File: src/rtl/periph_apb_arb_pkg.sv
// Shared types and constants for the two-requester APB arbiter.
package periph_apb_arb_pkg;

  typedef enum logic [1:0] {
    StIdle,
    StSetup,
    StAccess,
    StResp
  } arb_state_e;

  typedef logic req_idx_t;

  localparam int unsigned TIMEOUT_RDATA = 0;

endpackage

File: src/rtl/apb_rr_arbiter2.sv
// Combinational two-way round-robin pick; the caller owns the last-grant register.
module apb_rr_arbiter2
  import periph_apb_arb_pkg::*;
(
  input  logic [1:0] req_i,
  input  req_idx_t   last_grant_i,
  output req_idx_t   gnt_idx_o,
  output logic       valid_o
);

  always_comb begin
    valid_o   = |req_i;
    gnt_idx_o = last_grant_i;
    case (req_i)
      2'b01:   gnt_idx_o = 1'b0;
      2'b10:   gnt_idx_o = 1'b1;
      2'b11:   gnt_idx_o = ~last_grant_i;
      default: gnt_idx_o = last_grant_i;
    endcase
  end

endmodule

File: src/rtl/periph_apb_arbiter.sv
// Two-requester APB arbiter: round-robin grant, locally sequenced setup/access
// phases and an access-phase timeout that aborts with PSLVERR.
module periph_apb_arbiter
  import periph_apb_arb_pkg::*;
#(
  parameter int unsigned APB_ADDR_WIDTH = 32,
  parameter int unsigned APB_DATA_WIDTH = 32,
  parameter int unsigned TIMEOUT_CYCLES = 255,
  parameter int unsigned TO_CNT_WIDTH   = 8
) (
  input  logic                      clk_i,
  input  logic                      rst_i,

  input  logic                      s0_psel,
  input  logic                      s0_penable,
  input  logic                      s0_pwrite,
  input  logic [APB_ADDR_WIDTH-1:0] s0_paddr,
  input  logic [APB_DATA_WIDTH-1:0] s0_pwdata,
  output logic [APB_DATA_WIDTH-1:0] s0_prdata,
  output logic                      s0_pready,
  output logic                      s0_pslverr,

  input  logic                      s1_psel,
  input  logic                      s1_penable,
  input  logic                      s1_pwrite,
  input  logic [APB_ADDR_WIDTH-1:0] s1_paddr,
  input  logic [APB_DATA_WIDTH-1:0] s1_pwdata,
  output logic [APB_DATA_WIDTH-1:0] s1_prdata,
  output logic                      s1_pready,
  output logic                      s1_pslverr,

  output logic                      m_psel,
  output logic                      m_penable,
  output logic                      m_pwrite,
  output logic [APB_ADDR_WIDTH-1:0] m_paddr,
  output logic [APB_DATA_WIDTH-1:0] m_pwdata,
  input  logic [APB_DATA_WIDTH-1:0] m_prdata,
  input  logic                      m_pready,
  input  logic                      m_pslverr,

  output logic                      timeout_o
);

  localparam logic [TO_CNT_WIDTH-1:0] ToLimit = TO_CNT_WIDTH'(TIMEOUT_CYCLES);
  localparam bit                      ToEn    = (TIMEOUT_CYCLES != 0);

  arb_state_e                state_q, state_d;
  req_idx_t                  last_grant_q, last_grant_d;
  logic [APB_ADDR_WIDTH-1:0] paddr_q, paddr_d;
  logic                      pwrite_q, pwrite_d;
  logic [APB_DATA_WIDTH-1:0] pwdata_q, pwdata_d;
  logic [APB_DATA_WIDTH-1:0] prdata_q, prdata_d;
  logic                      pslverr_q, pslverr_d;
  logic [TO_CNT_WIDTH-1:0]   cnt_q, cnt_d;

  req_idx_t arb_idx;
  logic     arb_valid;

  // The arbiter ignores requester penable; it only needs psel to see a request.
  logic unused_penable;
  assign unused_penable = s0_penable ^ s1_penable;

  apb_rr_arbiter2 u_rr (
    .req_i       ({s1_psel, s0_psel}),
    .last_grant_i(last_grant_q),
    .gnt_idx_o   (arb_idx),
    .valid_o     (arb_valid)
  );

  always_comb begin
    state_d      = state_q;
    last_grant_d = last_grant_q;
    paddr_d      = paddr_q;
    pwrite_d     = pwrite_q;
    pwdata_d     = pwdata_q;
    prdata_d     = prdata_q;
    pslverr_d    = pslverr_q;
    cnt_d        = cnt_q;
    timeout_o    = 1'b0;

    unique case (state_q)
      StIdle: begin
        cnt_d = '0;
        if (arb_valid) begin
          last_grant_d = arb_idx;
          paddr_d      = arb_idx ? s1_paddr  : s0_paddr;
          pwrite_d     = arb_idx ? s1_pwrite : s0_pwrite;
          pwdata_d     = arb_idx ? s1_pwdata : s0_pwdata;
          state_d      = StSetup;
        end
      end
      StSetup: state_d = StAccess;
      StAccess: begin
        if (!m_pready) cnt_d = cnt_q + 1'b1;
        // A completion in the limit cycle takes priority over the abort.
        if (m_pready) begin
          prdata_d  = m_prdata;
          pslverr_d = m_pslverr;
          state_d   = StResp;
        end else if (ToEn && (cnt_q == ToLimit)) begin
          prdata_d  = APB_DATA_WIDTH'(TIMEOUT_RDATA);
          pslverr_d = 1'b1;
          timeout_o = 1'b1;
          state_d   = StResp;
        end
      end
      StResp: begin
        cnt_d   = '0;
        state_d = StIdle;
      end
      default: state_d = StIdle;
    endcase
  end

  always_ff @(posedge clk_i) begin
    if (rst_i) begin
      state_q      <= StIdle;
      last_grant_q <= 1'b1;
      paddr_q      <= '0;
      pwrite_q     <= 1'b0;
      pwdata_q     <= '0;
      prdata_q     <= '0;
      pslverr_q    <= 1'b0;
      cnt_q        <= '0;
    end else begin
      state_q      <= state_d;
      last_grant_q <= last_grant_d;
      paddr_q      <= paddr_d;
      pwrite_q     <= pwrite_d;
      pwdata_q     <= pwdata_d;
      prdata_q     <= prdata_d;
      pslverr_q    <= pslverr_d;
      cnt_q        <= cnt_d;
    end
  end

  always_comb begin
    m_psel     = (state_q == StSetup) || (state_q == StAccess);
    m_penable  = (state_q == StAccess);
    m_pwrite   = pwrite_q;
    m_paddr    = paddr_q;
    m_pwdata   = pwdata_q;
    s0_pready  = (state_q == StResp) && !last_grant_q;
    s1_pready  = (state_q == StResp) && last_grant_q;
    s0_prdata  = s0_pready ? prdata_q : '0;
    s1_prdata  = s1_pready ? prdata_q : '0;
    s0_pslverr = s0_pready && pslverr_q;
    s1_pslverr = s1_pready && pslverr_q;
  end

endmodule
File: config.mk
export PLATFORM = sky130hd
export DESIGN_NAME = periph_apb_arbiter
export DESIGN_NICKNAME = d
export VERILOG_FILES = /design/src/rtl/periph_apb_arb_pkg.sv /design/src/rtl/apb_rr_arbiter2.sv /design/src/rtl/periph_apb_arbiter.sv
export SDC_FILE = /design/constraint.sdc
export NUM_CORES = 1
export LEC_CHECK = 0
export BUFFER_PORTS_ARGS = -buffer_cell sky130_fd_sc_hd__buf_2
export CORE_AREA = 2 2 119 121
export DETAILED_ROUTE_END_ITERATION = 12
export DIE_AREA = 0 0 121 123
export PLACE_DENSITY_LB_ADDON = 0.15
export SYNTH_ARGS = -nofsm -noshare
export SYNTH_HDL_FRONTEND = slang
export SYNTH_HIERARCHICAL = 1
export SYNTH_SLANG_ARGS = --single-unit
File: constraint.sdc
create_clock -name clk_i -period 2.4 [get_ports clk_i]
set_clock_uncertainty 0.1 [all_clocks]
set_input_delay 0.24 -clock clk_i [delete_from_list [all_inputs] [get_ports clk_i]]
set_output_delay 0.24 -clock clk_i [all_outputs]
set_load 0.01 [all_outputs]
Word level (Yosys, flattened, before mapping)
Cells that the tools add are included.
Storage, ports and cells
  bits in registers: 109
  input bits: 170
  output and inout port bits: 136
  logic and storage cells: 54
Operators by class
  equality and inequality tests: 10
  add/subtract/negate cells: 1
  bitwise gates (word level): 1
  muxes and demuxes: 19
  reductions and logical operators: 15
Operators with widths (number)
  $mux W32: 6
  $pmux W8 S2: 1
  $add A8 B1 Y8 const B: 1
  $eq A2 B2 Y1 const B: 4
  $eq A8 B8 Y1 const B: 1
  $mux W8: 1
  $pmux W2 S4: 1
  $reduce_and A2 Y1: 4
  $mux W1: 6
  $mux W2: 3
  $eq A2 B1 Y1 const B: 2
  $logic_and A1 B1 Y1: 4
  $ne A2 B2 Y1 const B: 2
  $reduce_bool A2 Y1: 2
  $reduce_or A2 Y1: 2
  $ne A3 B1 Y1 const B: 1
  $pmux W1 S3: 1
  $logic_not A2 Y1: 1
  $logic_not A1 Y1: 1
  $logic_or A1 B1 Y1: 1
  $not A1 Y1: 1

Longest topological paths before layout
  word-level depth: 4
  gate-level depth with buffers: 9

Cells and area by module
Netlist, hierarchy kept.
By module, submodules not included
  periph_apb_arbiter: cells each 598, sequential area each 2182.1 um^2, area each 5300.1 um^2, times used 1
  apb_rr_arbiter2: cells each 3, sequential area each 0.0 um^2, area each 20.0 um^2, times used 1

Worst setup path before layout
Ideal clock, no wire load.
  kind: register to register
  from: register state_q[0]
  to: register cnt_q[5]
  clock period less this slack: 1.901 ns
  stages on the path, launching flop included: 6
  library setup time: 0.070 ns
  setup slack: 0.499 ns
  data required time: 2.230 ns
  path buffers: 0
  arrival: 1.731 ns
  cell sequence: dfxtp_1 -> inv_1 -> ha_1 -> mux2_4 -> or4_1 -> a21oi_1
Between the ends
  cells in the longest elaborated chain, start to end: 4
Ends and longest elaborated chain
  start: declaration: line periph_apb_arbiter.sv:47  | arb_state_e state_q, state_d;
  start signal: assignment: line periph_apb_arbiter.sv:117  | state_q <= StIdle;
  start signal: assignment: line periph_apb_arbiter.sv:126  | state_q <= state_d;
  $eq A2 B2 Y1 or $logic_not A2 Y1 (tied branches): line periph_apb_arbiter.sv:81  | unique case (state_q)
  $reduce_or A2 Y1 (no line)
  $reduce_bool A2 Y1 (no line)
  $reduce_and A2 Y1 (no line)
  end signal: assignment: line periph_apb_arbiter.sv:133  | cnt_q <= cnt_d;
  end: declaration: line periph_apb_arbiter.sv:54  | logic [TO_CNT_WIDTH-1:0] cnt_q, cnt_d;
Several ways; a longest one is shown, not always the timed one.
A chain may end at the register's enable or synchronous reset.

Final worst setup path
  from: register state_q[1]
  to: register cnt_q[5]
The elaborated chain is that of the path after synthesis.

==> flow_summary.toml <==
[outcome]
status = "finished clean"

[global_routing]
track_usage_pct = 20.3
grt_pass1_vias = 5132
antenna_found_initial = 0
grt_pass1_wl_mm = 24.5
grt.overflow.total = 0
grt_max_degree = 60

[synth]
synthArstFlopShare_pct = 0
synth_top_area_cell = "dfxtp_1"
synth_edf_count = 0
synthTopCellsByCount = "dfxtp_1 (109), mux2i_1 (67), nor2_1 (67), a211oi_1 (66)"
synth.distinct_cells = 38
syn_inst = 601
synth_top_area_share_pct = 41.0
synthesis.nets = 776
synth_area_leaders = "dfxtp_1 (41%), mux2i_1 (13%), a211oi_1 (9.3%), a311oi_1 (5.3%), nor2_1 (4.7%)"
yosysSeqAreaShare_pct = 41.0
syn-mean-instance-area_sq_um = 8.85
synthFlopType = "dfxtp_1"
yosysWarnings = 6
syn_area_sq_mm = 0.00532
yosys.cell_count.top_type = "dfxtp_1"
yosys_register_bits = 109

[routing]
vias_per_cell = 5.15
drc = 0
final_antenna_net_count = 0
firstDrtPassIters = 4
drt_wl_total_mm = 16.0
vias = 5434
avgRoutedWirePerCell_um = 15.2
drt_first_iter_violations = 346

[timing]
period_share_pct = 85.5
tns_ns = 0
slew_headroom_pct = 57.7
fmax_mhz = 487
rsz0062_at_grt = "no"
period_minus_slack_ns = 2.05
finalMaxSlewViolations = 0
setup_viol = 0
hold_viol = 0
worst_pin_slew_ns = 0.622

[die]
core_area_sq_mm = 0.0136
die_width_um = 121
die_h_um = 123
die-area_sq_mm = 0.0149
fp-row-count = 43
ios = 306
initial_core_util_pct = 39.1

[cells_and_area]
drive_above_1_share_pct = 38.6
nets = 1047
fin_area_sq_mm = 0.00729
area_growth_pct = 37.1
antennaDiodeCount = 0

[job]
maxCapViolCount = 0

[worst_setup_path]
cp-end-kind = "flip-flop"
critPathKind = "reg -> reg"
start_kind = "flip-flop"
crit_path_max_fanout = 10
cp.arrival_ns = 2.22
critical_path_required_ns = 2.57

[placement]
gp_congestion = 0.825
portBuffers = 303
place_area_sq_mm = 0.00699
place_hpwl_mm = 12.1

[clock_network]
cts.sink_count = 109
cts_tree = "done"
clk_root_buffer_cell = "clkbuf_16"
clkSlewWorstSetupHoldPaths_ns = 0.06
cts_buffers = 9
hold_buffers = 0
clk-insertion-delay-late_ns = 0.34
ctsResizeCount = 0
clock_path_buffers = 2
h-tree-depth = 3
post_cts_buffers = 0

[pwr]
p_leak_nw = 3.61
ir_drop_mv = 0.630
power-per-cell-area_mw_per_mm2 = 949

[min_path]
hold_path_class = "in -> reg"
-- cell type report --
cell class,instances,area (sq um)
repair buffers,319,1700
multi-input cells,428,2860
well taps,180,225
flip-flops and latches,109,2180
fillers,1284,6320
inverters,5,18.8
clock inverters,4,73.8
clock buffers,11,233
-- final timing paths --
path	from	endpoint	slack, ns	cells past startpoint
worst min register to register	cnt_q[7]	cnt_q[7]	0.39	2
worst max-delay path	state_q[1]	cnt_q[5]	0.35	5
worst max register to register	state_q[1]	cnt_q[5]	0.35	5
worst min-delay path	m_prdata[30]	prdata_q[30]	0.07	3
-- sequential cells by signal (all words and copies together) (netlist names) --
register      flops
last_grant_q      1
m_pwrite          1
state_q           2
pslverr_q         1
m_pwdata         32
cnt_q             8
prdata_q         32
m_paddr          32
-- where the power goes --
part	total, W	internal, W	switching [W]
Sequential	0.00254	0.00229	0.000255
Clock	0.00155	0.000911	0.000644
Combinational	0.00282	0.00115	0.00167
-- placed cells by master (no fill, tap or decap), types with 32 or more instances in the layout --
| cell | count |
|---|---|
| and2_1 | 35 |
| mux2i_1 | 66 |
| a21oi_1 | 40 |
| nand2_1 | 40 |
| buf_2 | 302 |
| dfxtp_1 | 109 |
| and3_1 | 34 |
| a311oi_1 | 32 |
| a211oi_1 | 66 |
| nor2_1 | 67 |
-- through the flow --
step / power, W / utilization, % / hold slack, ns / setup WS [ns] / instances
3_5_place_dp: 0.00542 / 51.3 / 0.373 / 0.136 / 1041
5_1_grt: 0.00738 / 53.6 / 0.0799 / 0.263 / 1056
6_report: 0.00692 / 53.6 / 0.0744 / 0.347 / 1056
2_1_floorplan: 0.00440 / - / 0.247 / 0.499 / 601
4_1_cts: 0.00698 / 53.6 / 0.0675 / 0.119 / 1056
3_3_place_gp: 0.00533 / 51.3 / 0.369 / 0.265 / 1041
-- logic make-up after synthesis --
| group | after synthesis | share of synthesized area, % |
|---|---|---|
| muxes | 68 | 12.9 |
| adders and majority gates | 5 | 1.18 |
| buffers and inverters | 64 | 5.57 |
| and+or+nand+nor | 203 | 19.1 |
| AOI/OAI and AO/OA | 152 | 20.2 |
| DFF | 109 | 41.0 |
-- metal layers --
layer / wire, um / track usage, % / up-vias
li1: - / - / 2736
met1: 6400 / 23.0 / 2466
met2: 8090 / 36.8 / 209
met3: 1200 / 4.94 / 23
met4: 346 / 8.14 / 0
met5: 0 / 0 / -
-- worst max-delay path, stage by stage, from the launching register on --
cell	delay [ns]
dfxtp_1	0.38
inv_1	0.11
ha_1	0.40
mux2_4	0.36
or4_1	0.48
a21oi_1	0.16
No activity file was read; power rests on OpenSTA's default activity.
